<file path="src/rtl/mem_access_unit_pkg.sv">
// Shared definitions for the MEM-stage load/store unit: width codes, FSM states
// and the funct3 legality helpers used by the request decoder.
package mem_access_unit_pkg;

    localparam logic [2:0] F3_B  = 3'b000;
    localparam logic [2:0] F3_H  = 3'b001;
    localparam logic [2:0] F3_W  = 3'b010;
    localparam logic [2:0] F3_BU = 3'b100;
    localparam logic [2:0] F3_HU = 3'b101;

    localparam int MEM_BYTES_DEF = 1024;

    typedef enum logic {
        IDLE      = 1'b0,
        RMW_WRITE = 1'b1
    } state_t;

    function automatic logic load_f3_ok(input logic [2:0] f3);
        return (f3 == F3_B) || (f3 == F3_H) || (f3 == F3_W) ||
               (f3 == F3_BU) || (f3 == F3_HU);
    endfunction

    function automatic logic store_f3_ok(input logic [2:0] f3);
        return (f3 == F3_B) || (f3 == F3_H) || (f3 == F3_W);
    endfunction

endpackage

</file>
<file path="src/rtl/mem_access_unit_load_extend.sv">
// Combinational load result extension: picks the low byte/half/word of a raw
// little-endian 32-bit read and sign- or zero-extends it according to funct3.
module mem_access_unit_load_extend
    import mem_access_unit_pkg::*;
(
    input  logic [2:0]  funct3,
    input  logic [31:0] raw,
    output logic [31:0] ext
);

    always_comb begin
        ext = raw;
        case (funct3)
            F3_B:    ext = {{24{raw[7]}}, raw[7:0]};
            F3_H:    ext = {{16{raw[15]}}, raw[15:0]};
            F3_BU:   ext = {24'd0, raw[7:0]};
            F3_HU:   ext = {16'd0, raw[15:0]};
            default: ext = raw;
        endcase
    end

endmodule

</file>
<file path="src/rtl/mem_access_unit.sv">
// MEM-stage load/store unit in front of a word-writing, byte-addressed memory;
// byte and halfword stores are done as a read-modify-write over two cycles.
//
// state     | meaning
// ----------+---------------------------------------------------------------
// IDLE      | ready for a request; loads, SW and errors complete from here
// RMW_WRITE | writing merged word for SB/SH; pipeline stalled
module mem_access_unit
    import mem_access_unit_pkg::*;
#(
    parameter int MEM_BYTES = MEM_BYTES_DEF,
    parameter int ADDR_W    = 32
) (
    input  logic              clk,
    input  logic              rst_n,
    input  logic              req_valid,
    output logic              req_ready,
    input  logic              is_load,
    input  logic              is_store,
    input  logic [2:0]        funct3,
    input  logic [ADDR_W-1:0] addr,
    input  logic [31:0]       wdata,
    output logic              resp_valid,
    output logic              resp_err,
    output logic [31:0]       load_data,
    output logic              stall,
    output logic              mem_ce,
    output logic              mem_we,
    output logic [ADDR_W-1:0] mem_addr,
    output logic [31:0]       mem_wdata,
    input  logic [31:0]       mem_rdata
);

    state_t            state;
    logic [ADDR_W-1:0] addr_q;
    logic [31:0]       merge_q;

    logic              fire;
    logic              bad;
    logic              go;
    logic              is_rmw;
    logic              out_of_range;
    logic [ADDR_W:0]   last_byte;
    logic [31:0]       ext_data;

    // One extra bit so that addresses near the top of the space wrap into "illegal".
    assign last_byte    = {1'b0, addr} + (ADDR_W+1)'(3);
    assign out_of_range = last_byte >= (ADDR_W+1)'(MEM_BYTES);

    assign req_ready = (state == IDLE);
    assign stall     = (req_valid & ~req_ready) | (state != IDLE);
    assign fire      = req_valid & req_ready & (is_load | is_store);
    assign bad       = (is_load & is_store) |
                       (is_load & ~load_f3_ok(funct3)) |
                       (is_store & ~store_f3_ok(funct3)) |
                       out_of_range;
    assign go        = fire & ~bad;
    assign is_rmw    = is_store & ((funct3 == F3_B) | (funct3 == F3_H));

    mem_access_unit_load_extend u_load_extend (
        .funct3 (funct3),
        .raw    (mem_rdata),
        .ext    (ext_data)
    );

    always_comb begin
        mem_ce    = 1'b0;
        mem_we    = 1'b0;
        mem_addr  = '0;
        mem_wdata = '0;
        if (state == RMW_WRITE) begin
            mem_ce    = 1'b1;
            mem_we    = 1'b1;
            mem_addr  = addr_q;
            mem_wdata = merge_q;
        end else if (go) begin
            mem_ce   = 1'b1;
            mem_addr = addr;
            if (is_store && !is_rmw) begin
                mem_we    = 1'b1;
                mem_wdata = wdata;
            end
        end
    end

    always_ff @(posedge clk or negedge rst_n) begin
        if (!rst_n) begin
            state      <= IDLE;
            addr_q     <= '0;
            merge_q    <= '0;
            resp_valid <= 1'b0;
            resp_err   <= 1'b0;
            load_data  <= '0;
        end else begin
            resp_valid <= 1'b0;
            resp_err   <= 1'b0;
            case (state)
                IDLE: begin
                    if (fire) begin
                        if (bad) begin
                            resp_valid <= 1'b1;
                            resp_err   <= 1'b1;
                            load_data  <= '0;
                        end else if (is_load) begin
                            resp_valid <= 1'b1;
                            load_data  <= ext_data;
                        end else if (is_rmw) begin
                            state   <= RMW_WRITE;
                            addr_q  <= addr;
                            merge_q <= (funct3 == F3_B) ? {mem_rdata[31:8], wdata[7:0]}
                                                        : {mem_rdata[31:16], wdata[15:0]};
                        end else begin
                            resp_valid <= 1'b1;
                            load_data  <= '0;
                        end
                    end
                end
                RMW_WRITE: begin
                    state      <= IDLE;
                    resp_valid <= 1'b1;
                    load_data  <= '0;
                end
                default: state <= IDLE;
            endcase
        end
    end

endmodule
</file>
<file path="config.mk">
export PLATFORM = sky130hd
export DESIGN_NAME = mem_access_unit
export DESIGN_NICKNAME = d
export VERILOG_FILES = /design/src/rtl/mem_access_unit_pkg.sv /design/src/rtl/mem_access_unit_load_extend.sv /design/src/rtl/mem_access_unit.sv
export SDC_FILE = /design/constraint.sdc
export NUM_CORES = 1
export LEC_CHECK = 0
export CORE_UTILIZATION = 48
export CTS_BUF_LIST = sky130_fd_sc_hd__clkbuf_4
export DETAILED_ROUTE_END_ITERATION = 7
export PLACE_DENSITY_LB_ADDON = 0.05
export REMOVE_ABC_BUFFERS = 1
export SYNTH_ARGS = -nofsm -noshare
export SYNTH_HDL_FRONTEND = slang
export SYNTH_SLANG_ARGS = --single-unit
</file>
<file path="constraint.sdc">
create_clock -name clk -period 8.52 [get_ports clk]
set_input_delay 1.704 -clock clk [delete_from_list [all_inputs] [get_ports clk]]
set_output_delay 1.704 -clock clk [all_outputs]
set_load 0.05 [all_outputs]
</file>
# Word-level counts from Yosys, hierarchy flattened
# Cells that the tools add are included.
# word_totals
register_bits	99
input_bits	104
output_inout_bits	102
elab_cells	72
# classes
addsub	1
order_cmp	1
eq_ne	6
muxes	30
n_bitwise	19
n_reduce_logical	9
# op_table
operator	n
2-to-1 mux 32 bit	9
one-hot mux 32 bit (4 select lines)	1
one-hot mux 32 bit (2 select lines)	1
adder 32 x 2 -> 33 bit, second input constant	1
>= comparator 33 x 11 -> 1 bit, second input constant	1
2-to-1 mux 1 bit	16
2-to-1 mux 16 bit	1
AND 1 bit	8
== test 3 bit, second input constant	2
bitwise OR 1 bit	6
inverter 1 bit	5
AND reduction 5 bit	1
logical OR 1 bit	4
inequality test 4 bit, second input constant	1
one-hot mux 1 bit (2 select lines)	2
== test 3 x 1 -> 1 bit, second input constant	1
== test 3 x 2 -> 1 bit, second input constant	1
logical NOT 3 bit	1
inequality test 2 x 1 -> 1 bit, second input constant	1
AND reduction 2 bit	1
logical AND 1 bit	1
logical NOT 1 bit	1

# Logic depth before layout (Yosys ltp)
# logic_depth
word_depth	14
mapped_depth	10
depth_no_buf	8

# Hierarchy
# From an unflattened synthesis, not the netlist that was laid out.
# hier_totals
cells_unflattened	459
area_unflattened_um2	5084.9
# by_module_without_submodules
mod	n_inst	cells_each	area_per_inst_um2	seq_area_each_um2
mem_access_unit	1	392	4729.5	2477.4
mem_access_unit_load_extend	1	67	355.3	0.0

# Worst setup path before layout
# OpenSTA, ideal clock, no wires.
# synth_path
path_type	input port to output port
start	input port addr[1]
end	output port mem_wdata[10]
t_arrival_ns	4.459
setup_slack_ns	2.357
cell_stages	9
n_path_buf	1
path_cell_list	o211ai_1 -> nor4_1 -> mux2i_1 -> o21ai_0 -> or4_1 -> nor4_2 -> o211a_2 -> buf_2 -> a22o_1
# synth_between
elab_chain_len	7
# synth_rtl
item	line_no	source
start, declared	mem_access_unit.sv:21	input logic [ADDR_W-1:0] addr,
adder 32 x 2 -> 33 bit	mem_access_unit.sv:47	assign last_byte = {1'b0, addr} + (ADDR_W+1)'(3);
>= comparator 33 x 11 -> 1 bit	mem_access_unit.sv:48	assign out_of_range = last_byte >= (ADDR_W+1)'(MEM_BYTES);
bitwise OR 1 bit	mem_access_unit.sv:55	(is_store & ~store_f3_ok(funct3)) |
inverter 1 bit (no source line)	--	
AND 1 bit	mem_access_unit.sv:57	assign go = fire & ~bad;
2-to-1 mux 32 bit	mem_access_unit.sv:76	end else if (go) begin
2-to-1 mux 32 bit	mem_access_unit.sv:71	if (state == RMW_WRITE) begin
end, declared	mem_access_unit.sv:30	output logic [31:0] mem_wdata,
# No other way between the ends.

# Worst setup path after layout
# layout_path
start	input port addr[9]
end	output port mem_wdata[8]
# Same word-level chain as after synthesis.

==> out/summary.txt <==
Antenna diodes - 0
WP data required - 6.82 ns
Num rows - 37
Core Area - 0.0103 mm2
Post-synth EDFFs - 0
Peak supply drop - 0.0704 mV
Largest family of logic cells by synthesized area - compound AO/OA/AOI/OAI gates
Post-layout minimum cycle time - 7.38 ns
Async S/R FF share, synth - 100%
Total CTS buffers - 9
Reg2reg end - load_data[15]
FF+latch count, synth - 99
Max_cap viols - 0
Post-CTS resize count - 0
Setup-failing EPs final - 0
FF-to-FF Start - state
Clk slew on worst S/H paths - 0.15 ns
Vias in the first global route - 4434
Fraction of the mapped netlist area in compound gates - 17.9%
RSZ-0062 raised after global routing - no
CTS tree - yes
Boundary pin count - 206
Setup crit end - mem_wdata[8]
Worst Path Max Fanout - 33
Yosys cell types - 52
Dpl cell area - 0.00712 mm2
Final wirelength - 13.9 mm
Port bufs - 205
DR pass1 iterations - 6
Startpoint Class - primary input
Post-Syn Area - 0.00509 mm2
DIE AREA - 0.0110 mm2
Area Growth Syn to Fin - 42.2%
Max clock buf depth - 2
Static Leakage - 3.28 nW
Final worst-path cycle share - 86.6%
First-pass GRT wire length - 22.8 mm
Pin count of the biggest net entering global routing - 70
Hold-fix buffers, CTS - 0
Post-Syn Area per Cell - 11.0 um2
Hold Crit Class - reg2reg
Starting DRT DRC Count - 233
Total grt overflow - 0
CP Data Arrival Time - 5.67 ns
Number of setup buffers added after CTS - 0
Num Clock Sinks - 99
Routed vias - 4473
Final worst slack - 1.14 ns
Synthesis Warnings - 0
Status - complete, no violations
Post-DP HPWL - 10.0 mm
Place WS - 1.17 ns
RD Place Congestion - 0.842
Sequential element share of the synthesized area - 48.7%
Crit path capture type - output port
Critical path startpoint - addr[9]
Crit Path Class - in2out
Die Width - 105 um
Wire per inst - 17.6 um
Fin area - 0.00723 mm2
Flop2flop setup slack - 5.54 ns
Final Hold Fails - 0
Mux cell area share after synthesis - 12.3%
Layout Skew - 0.0121 ns
FF-to-FF path depth - 6
Antenna viol nets, final - 0
Total negative slack - 0 ns
Most common flop cell mapped by yosys - dfrtp_1
Vias per inst - 5.65
Synth Instances - 462
Post-synthesis adder-cell area fraction - 0%
Layout cell share with drive strength beyond 1 - 12.5%
Total track usage - 26.3%
Initial antenna violation count - 0
Die Height - 105 um
Root Buffer - clkbuf_4
Power Dens Cells - 111 mW/mm2
Fraction of the mapped netlist area in simple logic gates - 17.0%
Layout Nets - 755
Hold path start - addr_q[5]
Skew-Pair Late Insertion Delay - 0.47 ns
CTS H-tree depth - 3
Pins Over Slew Limit - 0
Tightest Pin Transition - 1.10 ns
Max Clock Freq - 136 MHz
Remaining DRCs - 0
Slew headroom - 26.2%
Synth Area in XOR/XNOR - 0.516%
Initial Util - 49.3%
[area by class of cell]
cell class,instances,area (um2)
tap,136,170
inverter,5,18.8
sequential,99,2480
timing repair buffer,210,2000
clock buffer,9,67.6
fill,816,3090
multi-input combinational,326,2450
clock inverter,6,47.5
[critical path, stage by stage]
cell	delay (ns)
clkdlybuf4s50_1	0.58
nand4_1	0.21
nor4_1	0.68
mux2i_1	0.25
o21ai_0	0.12
or4_1	0.50
nor4_2	0.24
buf_4	0.22
o211a_2	0.70
a22o_1	0.26
buf_4	0.20
[registers in the layout, summed over array words and instances, names as in the netlist]
name and count:
merge_q 32, resp_err 1, addr_q 32, resp_valid 1, load_data 32, state 1
[power by group]
group | switching (mW) | internal (mW)
Clock | 0.169 | 0.0617
Sequential | 0.000156 | 0.471
Combinational | 0.0482 | 0.0563
Total | 0.218 | 0.589
[placed cells by master, fill, tap and decap left out, drive strengths merged, types with 3 or more instances in the layout]
| cell type | n |
|---|---|
| a21oi | 12 |
| clkbuf | 9 |
| nor2 | 7 |
| mux2i | 5 |
| mux2 | 51 |
| dfrtp | 99 |
| nor3 | 12 |
| nand3 | 26 |
| and2 | 24 |
| o2bb2ai | 8 |
| clkdlybuf4s50 | 171 |
| or3 | 4 |
| nor4 | 9 |
| nor2b | 22 |
| buf | 39 |
| a21o | 16 |
| o21ai | 22 |
| inv | 7 |
| nand4 | 6 |
| nand2 | 25 |
| xnor2 | 3 |
| and3 | 4 |
| or2 | 3 |
| a22o | 50 |
[routing by layer]
metal	track usage (%)	vias up	wire length, um
li1	-	2081	-
met1	33.7	2180	5940
met2	42.4	191	6610
met3	7.61	21	1100
met4	9.56	0	246
met5	0	-	0
[kinds of logic after synthesis]
logic type	after synthesis
AND/OR/NAND/NOR	147
multiplexers	56
buffers and inverters	37
AO/OA/AOI/OAI	120
XOR/XNOR	3
flip-flops	99
[cell usage after synthesis (5+ instances only)]
cell,number,share of area (%)
a21oi_1,12,1.2
a22o_1,50,8.6
nand3_1,25,2.5
o21ai_0,8,0.79
buf_2,6,0.59
nor2b_1,22,2.7
clkbuf_1,19,1.4
o21ai_1,14,1.4
and2_1,23,2.8
dfrtp_1,99,49
a21o_1,16,2.4
o2bb2ai_1,8,1.4
nand4_1,6,0.74
mux2_2,9,2.0
mux2i_1,5,0.98
mux2_1,42,9.3
nor3_1,11,1.1
nand2_1,25,1.8
nor2_1,6,0.44
[worst min path at each step]
| stage | endpoint | slack, ns | cells after the start |
|---|---|---|---|
| detailed placement | load_data[11] | 0.47 | 1 |
| global placement | merge_q[0] | 0.47 | 1 |
| CTS | addr_q[5] | 0.51 | 1 |
| floorplan | addr_q[10] | 0.46 | 1 |
| finish | addr_q[5] | 0.51 | 1 |
| global route | addr_q[5] | 0.52 | 1 |
[stage by stage]
step,power [mW],hold WS (ns),utilization [%],cells
after global routing,0.841,0.524,70.1,791
after global placement,0.583,0.469,69.0,776
final,0.806,0.506,70.1,791
after CTS,0.813,0.510,70.1,791
after detailed placement,0.584,0.472,69.0,776
after floorplan,0.508,0.456,-,430
Power figures use the tool's default switching activity.
